===== src/rtl/ISO14443A_pkg.sv =====
// rtl/ISO14443A_pkg.sv - CRC_A constants, byte-wise CRC_A update and frame buffer FSM states
package ISO14443A_pkg;

  localparam logic [15:0] CRC_A_INIT = 16'h6363;
  localparam logic [15:0] CRC_A_POLY = 16'h8408;

  typedef enum logic [1:0] {
    ST_IDLE    = 2'd0,
    ST_RECEIVE = 2'd1,
    ST_DRAIN   = 2'd2
  } fb_state_t;

  // Reflected CRC_A over one byte, bit 0 (first bit on air) processed first.
  function automatic logic [15:0] crc_a_byte(logic [15:0] crc, logic [7:0] data);
    logic [15:0] c;
    c = crc;
    for (int i = 0; i < 8; i++) begin
      if (c[0] ^ data[i]) begin
        c = {1'b0, c[15:1]} ^ CRC_A_POLY;
      end else begin
        c = {1'b0, c[15:1]};
      end
    end
    return c;
  endfunction

endpackage


===== src/rtl/crc_a.sv =====
// rtl/crc_a.sv - running CRC_A register with synchronous init and byte enable
module crc_a
  import ISO14443A_pkg::*;
(
  input  logic        clk,
  input  logic        rst,
  input  logic        init,
  input  logic        en,
  input  logic [7:0]  data,
  output logic [15:0] crc,
  output logic        residue_zero
);

  logic [15:0] crc_q;

  // Init wins over a byte update so a new frame always starts from CRC_A_INIT.
  always_ff @(posedge clk or posedge rst) begin
    if (rst) begin
      crc_q <= CRC_A_INIT;
    end else if (init) begin
      crc_q <= CRC_A_INIT;
    end else if (en) begin
      crc_q <= crc_a_byte(crc_q, data);
    end
  end

  assign crc          = crc_q;
  assign residue_zero = (crc_q == 16'h0000);

endmodule


===== src/rtl/rx_frame_buffer.sv =====
// rtl/rx_frame_buffer.sv - buffers one PCD frame, checks CRC_A, reports status and replays bytes
module rx_frame_buffer
  import ISO14443A_pkg::*;
#(
  parameter  int MAX_BYTES = 16,
  localparam int LW        = $clog2(MAX_BYTES + 1)
) (
  input  logic          clk,
  input  logic          rst,
  input  logic          soc,
  input  logic          eoc,
  input  logic [7:0]    data,
  input  logic [2:0]    data_bits,
  input  logic          data_valid,
  input  logic          sequence_error,
  input  logic          parity_error,
  output logic          frame_done,
  output logic [LW-1:0] frame_bytes,
  output logic [2:0]    last_bits,
  output logic          crc_ok,
  output logic          overflow,
  output logic          rx_error,
  output logic [7:0]    out_data,
  output logic          out_valid,
  input  logic          out_ready,
  output logic          out_last,
  output logic          busy
);

  localparam int            IW      = (MAX_BYTES > 1) ? $clog2(MAX_BYTES) : 1;
  localparam logic [LW-1:0] MAX_CNT = LW'(MAX_BYTES);
  localparam logic [LW-1:0] MIN_CRC = LW'(3);

  fb_state_t     state_q;
  logic [LW-1:0] count_q, count_d;
  logic [LW-1:0] rd_q;
  logic [2:0]    lb_q, lb_d;
  logic          partial_q, partial_d;
  logic          ovf_q, ovf_d;
  logic          err_q, err_d;
  logic [LW-1:0] frame_bytes_q;
  logic [2:0]    last_bits_q;
  logic          crc_ok_q, overflow_q, rx_error_q;
  logic          frame_done_q, out_valid_q;
  logic [7:0]    mem_q [MAX_BYTES];

  logic          take, fmt_err, store, drop, crc_en, crc_zero_d;
  logic [15:0]   crc_val;
  logic          residue_zero;

  crc_a u_crc_a (
    .clk          (clk),
    .rst          (rst),
    .init         (soc),
    .en           (crc_en && !soc),
    .data         (data),
    .crc          (crc_val),
    .residue_zero (residue_zero)
  );

  // Next-state of the frame accumulators, so a byte arriving with eoc is included in the status.
  always_comb begin
    take       = (state_q == ST_RECEIVE) && data_valid;
    fmt_err    = take && partial_q;
    store      = take && !partial_q && (count_q < MAX_CNT);
    drop       = take && !partial_q && (count_q >= MAX_CNT);
    crc_en     = take && !partial_q && (data_bits == 3'd0);
    count_d    = count_q + {{(LW-1){1'b0}}, store};
    lb_d       = store ? data_bits : lb_q;
    partial_d  = partial_q | (store && (data_bits != 3'd0));
    ovf_d      = ovf_q | drop;
    err_d      = err_q | fmt_err |
                 ((state_q == ST_RECEIVE) && (sequence_error || parity_error));
    crc_zero_d = crc_en ? (crc_a_byte(crc_val, data) == 16'h0000) : residue_zero;
  end

  // Frame buffer: stored elements land at the current count; a soc cycle writes nothing.
  always_ff @(posedge clk or posedge rst) begin
    if (rst) begin
      for (int i = 0; i < MAX_BYTES; i++) begin
        mem_q[i] <= 8'h00;
      end
    end else if (store && !soc) begin
      mem_q[count_q[IW-1:0]] <= data;
    end
  end

  // Control FSM: soc restarts reception from any state; eoc latches status and starts the drain.
  always_ff @(posedge clk or posedge rst) begin
    if (rst) begin
      state_q       <= ST_IDLE;
      count_q       <= '0;
      rd_q          <= '0;
      lb_q          <= 3'd0;
      partial_q     <= 1'b0;
      ovf_q         <= 1'b0;
      err_q         <= 1'b0;
      frame_bytes_q <= '0;
      last_bits_q   <= 3'd0;
      crc_ok_q      <= 1'b0;
      overflow_q    <= 1'b0;
      rx_error_q    <= 1'b0;
      frame_done_q  <= 1'b0;
      out_valid_q   <= 1'b0;
    end else begin
      frame_done_q <= 1'b0;
      if (soc) begin
        state_q       <= ST_RECEIVE;
        count_q       <= '0;
        rd_q          <= '0;
        lb_q          <= 3'd0;
        partial_q     <= 1'b0;
        ovf_q         <= 1'b0;
        err_q         <= 1'b0;
        frame_bytes_q <= '0;
        last_bits_q   <= 3'd0;
        crc_ok_q      <= 1'b0;
        overflow_q    <= 1'b0;
        rx_error_q    <= 1'b0;
        out_valid_q   <= 1'b0;
      end else begin
        case (state_q)
          ST_RECEIVE: begin
            count_q   <= count_d;
            lb_q      <= lb_d;
            partial_q <= partial_d;
            ovf_q     <= ovf_d;
            err_q     <= err_d;
            if (eoc) begin
              frame_done_q  <= 1'b1;
              frame_bytes_q <= count_d;
              last_bits_q   <= lb_d;
              overflow_q    <= ovf_d;
              rx_error_q    <= err_d;
              crc_ok_q      <= crc_zero_d && (count_d >= MIN_CRC) &&
                               (lb_d == 3'd0) && !ovf_d;
              rd_q          <= '0;
              if (count_d != '0) begin
                state_q     <= ST_DRAIN;
                out_valid_q <= 1'b1;
              end else begin
                state_q     <= ST_IDLE;
              end
            end
          end
          ST_DRAIN: begin
            if (out_valid_q && out_ready) begin
              if (out_last) begin
                out_valid_q <= 1'b0;
                state_q     <= ST_IDLE;
              end else begin
                rd_q <= rd_q + LW'(1);
              end
            end
          end
          default: begin
            state_q <= ST_IDLE;
          end
        endcase
      end
    end
  end

  assign frame_done  = frame_done_q;
  assign frame_bytes = frame_bytes_q;
  assign last_bits   = last_bits_q;
  assign crc_ok      = crc_ok_q;
  assign overflow    = overflow_q;
  assign rx_error    = rx_error_q;
  assign out_valid   = out_valid_q;
  assign out_data    = out_valid_q ? mem_q[rd_q[IW-1:0]] : 8'h00;
  assign out_last    = out_valid_q && (rd_q == frame_bytes_q - LW'(1));
  assign busy        = (state_q != ST_IDLE);

endmodule


===== config.mk =====
export PLATFORM = sky130hd
export DESIGN_NAME = rx_frame_buffer
export DESIGN_NICKNAME = d
export VERILOG_FILES = /design/src/rtl/ISO14443A_pkg.sv /design/src/rtl/crc_a.sv /design/src/rtl/rx_frame_buffer.sv
export SDC_FILE = /design/constraint.sdc
export NUM_CORES = 1
export LEC_CHECK = 0
export ABC_AREA = 1
export CAP_MARGIN = 15
export CORE_ASPECT_RATIO = 0.8
export CORE_UTILIZATION = 55
export DETAILED_ROUTE_END_ITERATION = 8
export PLACE_DENSITY = 0.74
export SETUP_SLACK_MARGIN = 0.05
export SYNTH_ARGS = -nofsm -noshare
export SYNTH_HDL_FRONTEND = slang
export SYNTH_HIERARCHICAL = 1
export SYNTH_SLANG_ARGS = --single-unit

===== constraint.sdc =====
create_clock -name clk -period 9.05 [get_ports clk]
set_input_delay 2.2625 -clock clk [delete_from_list [all_inputs] [get_ports clk]]
set_output_delay 2.2625 -clock clk [all_outputs]
set_load 0.02 [all_outputs]

* After elaboration in Yosys (flattened, before gate mapping)
Index checks and enable logic that the tools add are counted.
** Cells by class
- Add/subtract/negate cells :: 3
- Order comparisons :: 6
- Equality and inequality tests :: 8
- Multiplexer cells :: 85
- Bitwise operators :: 36
- Reductions and logical operators :: 35
** Operators by type and width (count)
- $mux 16 :: 31
- $bwmux 128 :: 1
- $mux 5 :: 9
- $not 2->3 :: 15
- $bmux 8 s4 :: 1
- $demux 8 s4 :: 1
- $logic_not 16->1 :: 2
- $mux 8 :: 4
- $mux 1 :: 24
- $mux 3 :: 6
- $logic_and 1x1->1 :: 16
- $ge 5x5->1 const B :: 3
- $xor 1x1->1 :: 15
- $ne 3x3->1 const B :: 4
- $mux 2 :: 5
- $not 4->5 :: 2
- $pmux 5 s2 :: 1
- $reduce_bool 2->1 :: 4
- $logic_not 3->1 :: 2
- $reduce_bool 3->1 :: 2
- $add 5x1->5 :: 1
- $add 5x1->5 const B :: 1
- $eq 5x5->1 :: 1
- $ge 5x2->1 const B :: 1
- 16 further kinds :: 21
** Word-level totals
- Flip-flop bits (word level) :: 175
- Bits of input ports :: 19
- Output and inout bits :: 23
- Logic and storage cells :: 204

* Longest topological paths before layout
- Word-level depth :: 35
- Depth in mapped cells :: 16
- Gate-level depth less buffers :: 16

* Cells and area by module
Netlist, hierarchy kept.
** Modules (own cells, without submodules)
- rx_frame_buffer :: times used 1, cells each 1004, area each 7770.0 µm², sequential area each 3978.8 µm²
- crc_a :: times used 1, cells each 158, area each 1081.0 µm², sequential area each 410.4 µm²

* Worst setup path after synthesis
No wires, ideal clock.
- Path kind :: reg-to-output
- Start point :: register rd_q[0]
- End point :: output out_data[0]
- Arrival time :: 1.733 ns
- Required time :: 6.787 ns
- Setup slack :: 5.055 ns
- Stages on the path, launching flop included :: 10
- Path buffers :: 2
- Path through :: dfrtp_1 inv_1 clkbuf_1 clkbuf_1 nor2_1 o22ai_1 nand2_1 nand2_1 inv_1 a21oi_1
** On the way
- Longest elaborated chain between the ends :: 5
** Ends and longest elaborated chain
- start, declared :: RTL line rx_frame_buffer.sv:36 : logic [LW-1:0] rd_q;
- start signal, assigned :: RTL line rx_frame_buffer.sv:152 : rd_q <= rd_q + LW'(1);
- $not 4->5 (not written as such) :: RTL line rx_frame_buffer.sv:171 : assign out_data = out_valid_q ? mem_q[rd_q[IW-1:0]] : 8'h00;
- $bmux 8 s4 :: RTL line rx_frame_buffer.sv:171
- $mux 8 (not written as such) (2 in a row) :: RTL line rx_frame_buffer.sv:171
- $mux 8 :: RTL line rx_frame_buffer.sv:171
- end, declared :: RTL line rx_frame_buffer.sv:23 : output logic [7:0] out_data,
No other way between the ends. The select of a mux whose other input is x is not followed.

* Final worst setup path
- Start point :: register rd_q[1]
- End point :: output out_data[5]
The elaborated chain is that of the path after synthesis.

==> out/metrics.cfg <==
[outcome]
outcome = finished, final reports clean

[finish]
drive_above_1_share_pct = 5.74
area_growth_pct = 11.6
antenna_cells = 0
final_nets = 1194
design_area_um2 = 9880
layout.cells.non_filler = 1399

[hold_path]
worstHoldEndpoint = mem_q[45]$_DFFE_PP0P_
hold_depth = 2
hold_path.startpoint = mem_q[45]$_DFFE_PP0P_
hold_class = flip-flop to flip-flop

[floorplan]
die_x_um = 144
dieHeight_um = 115
floorplan.die_area_um2 = 16600
start_util_pct = 56.2
num_rows = 41
core_area_um2 = 15700
io_pins = 42

[drt]
routed_wirelength_um = 22600
drtIter0Drc = 860
firstDrtPassIters = 5
vias_per_cell = 5.63
via_count = 7871
wl_per_cell_um = 16.2
drcViolationCount = 0
postRouteAntennaNets = 0

[setup_path]
crit_path_end_kind = output port
rrSetupSlack_ns = 5.93
r2r_end = rd_q[1]$_DFFE_PP0P_
crit_fanout = 37
rr_worst_depth = 12
critical_path_class = flip-flop to output port
arrival_ns = 3.83
crit_required_ns = 6.79
cp-start-kind = flip-flop
timing.rr.start = rd_q[0]$_DFFE_PP0P_

[sta]
setup_viol = 0
finalSetupTns_ns = 0
drv_slew = 0
fmax_mhz = 164
worstMarginPinSlew_ns = 1.09
timing_hold_violations_final = 0
maxSlewHeadroom_pct = 27.4
min_period_ns = 6.09
finalClockSkew_ns = 0.00971
period_share_pct = 67.3
rsz0062_at_grt = no

[pwr]
power.density_nw_per_um2 = 184
ir_drop_uv = 118
p_total_mw = 1.81
leakagePower_nw = 4.71

[flow_run]
max_cap_violations = 0

[synth]
synth-seq-cells = 175
syn_area_per_cell_um2 = 7.62
synthesis.area_um2 = 8850
ys_warn_count = 6
ys_seq_area_share_pct = 49.6
async_flop_share_pct = 100
yosysTopAreaCell = dfrtp_1
synth.distinct_cells = 37
syn_inst = 1162
synth_area_leaders = dfrtp_1 (47%), nand2_1 (14%), o21ai_0 (9.8%), nor2_1 (5.0%), inv_1 (4.1%)
synth-edff-count = 0
syn-num-nets = 1185
synth_top_flop_cell = dfrtp_1
synth_top_area_share_pct = 47.2

[clock_tree]
ctsHtreeMaxLevel = 4
numCtsBuffers = 17
clock_path_buffers = 2
cts_hold_buf = 0
cts_resized = 0
cts.sinks = 175
clock_latency_ns = 0.44
post_cts_buffers = 0
cts_tree = built
clk_pin_slew_ns = 0.07
cts-root-buf = clkbuf_16

[grt]
gr-usage-all-layers_pct = 29.4
grt-ovfl-total = 0
grt_pass1_wl_um = 37400
antenna_found_initial = 0
grt_max_degree = 87
grt_pass1_vias = 7205

[placed_design]
hpwl_um = 15000
portBuffers = 41
placed_area_um2 = 9330
placed_cells = 1367
gp_congestion = 0.857

[flip-flops by register name, indices dropped and copies added (netlist names)]
| name | count |
|---|---|
| mem_q | 128 |
| u_crc_a/crc | 16 |
| count_q | 5 |
| frame_bytes | 5 |
| rd_q | 5 |
| last_bits | 3 |
| lb_q | 3 |
| state_q | 2 |
| crc_ok | 1 |
| err_q | 1 |
| frame_done | 1 |
| out_valid | 1 |
| overflow | 1 |
| ovf_q | 1 |
| partial_q | 1 |
| rx_error | 1 |
[through the flow]
stage | utilization, % | hold slack (ns) | setup slack, ns
after floorplan | - | 0.447 | 2.50
after global placement | 59.3 | 0.461 | 3.60
after detailed placement | 59.3 | 0.468 | 3.54
after CTS | 62.7 | 0.485 | 3.06
after global routing | 62.7 | 0.506 | 2.76
final | 62.7 | 0.483 | 2.96
[metal layers]
metal,up-vias,GRT usage (%),part of all wire [%]
met5,-,0,0
met4,0,7.30,1.0
met2,296,43.3,44
li1,3827,-,-
met1,3725,44.0,48
met3,23,6.65,7.3
[worst max path at each step]
| stage | startpoint | to | slack, ns | cells past startpoint |
|---|---|---|---|---|
| 2_1_floorplan | rst | count_q[0]$_DFFE_PP0P_ | 2.50 | 1 |
| 3_3_place_gp | rd_q[1]$_DFFE_PP0P_ | out_data[5] | 3.60 | 7 |
| 3_5_place_dp | rd_q[1]$_DFFE_PP0P_ | out_data[5] | 3.54 | 7 |
| 4_1_cts | rd_q[1]$_DFFE_PP0P_ | out_data[5] | 3.06 | 7 |
| 5_1_grt | rd_q[1]$_DFFE_PP0P_ | out_data[5] | 2.76 | 6 |
| 6_report | rd_q[1]$_DFFE_PP0P_ | out_data[5] | 2.96 | 7 |
[cell usage after synthesis, drive strengths merged, types with 5 or more instances]
cell	count
dfrtp	167
xnor2	5
nand3	45
o211ai	17
o22ai	33
nor4	6
xor2	6
a21oi	15
nand2	341
nor3	7
nor2	122
buf	12
dfstp	8
o21ai	209
clkbuf	42
inv	101
nand4	9
[cells in the final DEF, fill, tap and decap left out, types with 8 or more instances in the layout]
cell,count
nor2_1,118
nand3_1,44
nand4_1,9
clkdlybuf4s50_1,41
dfstp_2,8
clkbuf_16,17
o211ai_1,17
nand2_2,10
o21ai_1,35
inv_1,94
nand2_1,331
o22ai_1,33
dfrtp_1,166
a21oi_1,15
o21ai_0,174
[layout make-up]
| class | instances | area [um^2] |
|---|---|---|
| repair buffers | 44 | 433 |
| fillers | 1447 | 5870 |
| clock buffers | 18 | 439 |
| inverters | 103 | 392 |
| multi-input cells | 830 | 3850 |
| clock inverters | 14 | 106 |
| well taps | 215 | 269 |
| flip-flops and latches | 175 | 4390 |
[report_power, final]
part           switching [mW]  leakage [nW]  internal [mW]
Clock                   0.330         0.271          0.362
Sequential             0.0284          2.38          0.829
Combinational           0.170          2.05         0.0940
[logic make-up after synthesis]
logic type	count (synthesis)	synth area share (%)
flops	175	49.6
fa+ha+maj	4	0.565
simple gates	533	24.6
buf+inv	157	6.93
compound gates	280	17.0
mux	2	0.254
xor+xnor	11	1.09
[worst max-delay path: stages (launching register included)]
cell             delay [ns]
dfrtp_1                1.06
inv_1                  0.83
nor2_1                 0.25
o21ai_0                0.11
o211ai_1               0.11
o211ai_1               0.13
a21oi_1                0.24
clkdlybuf4s50_1        0.65
Power figures use the tool's default switching activity.
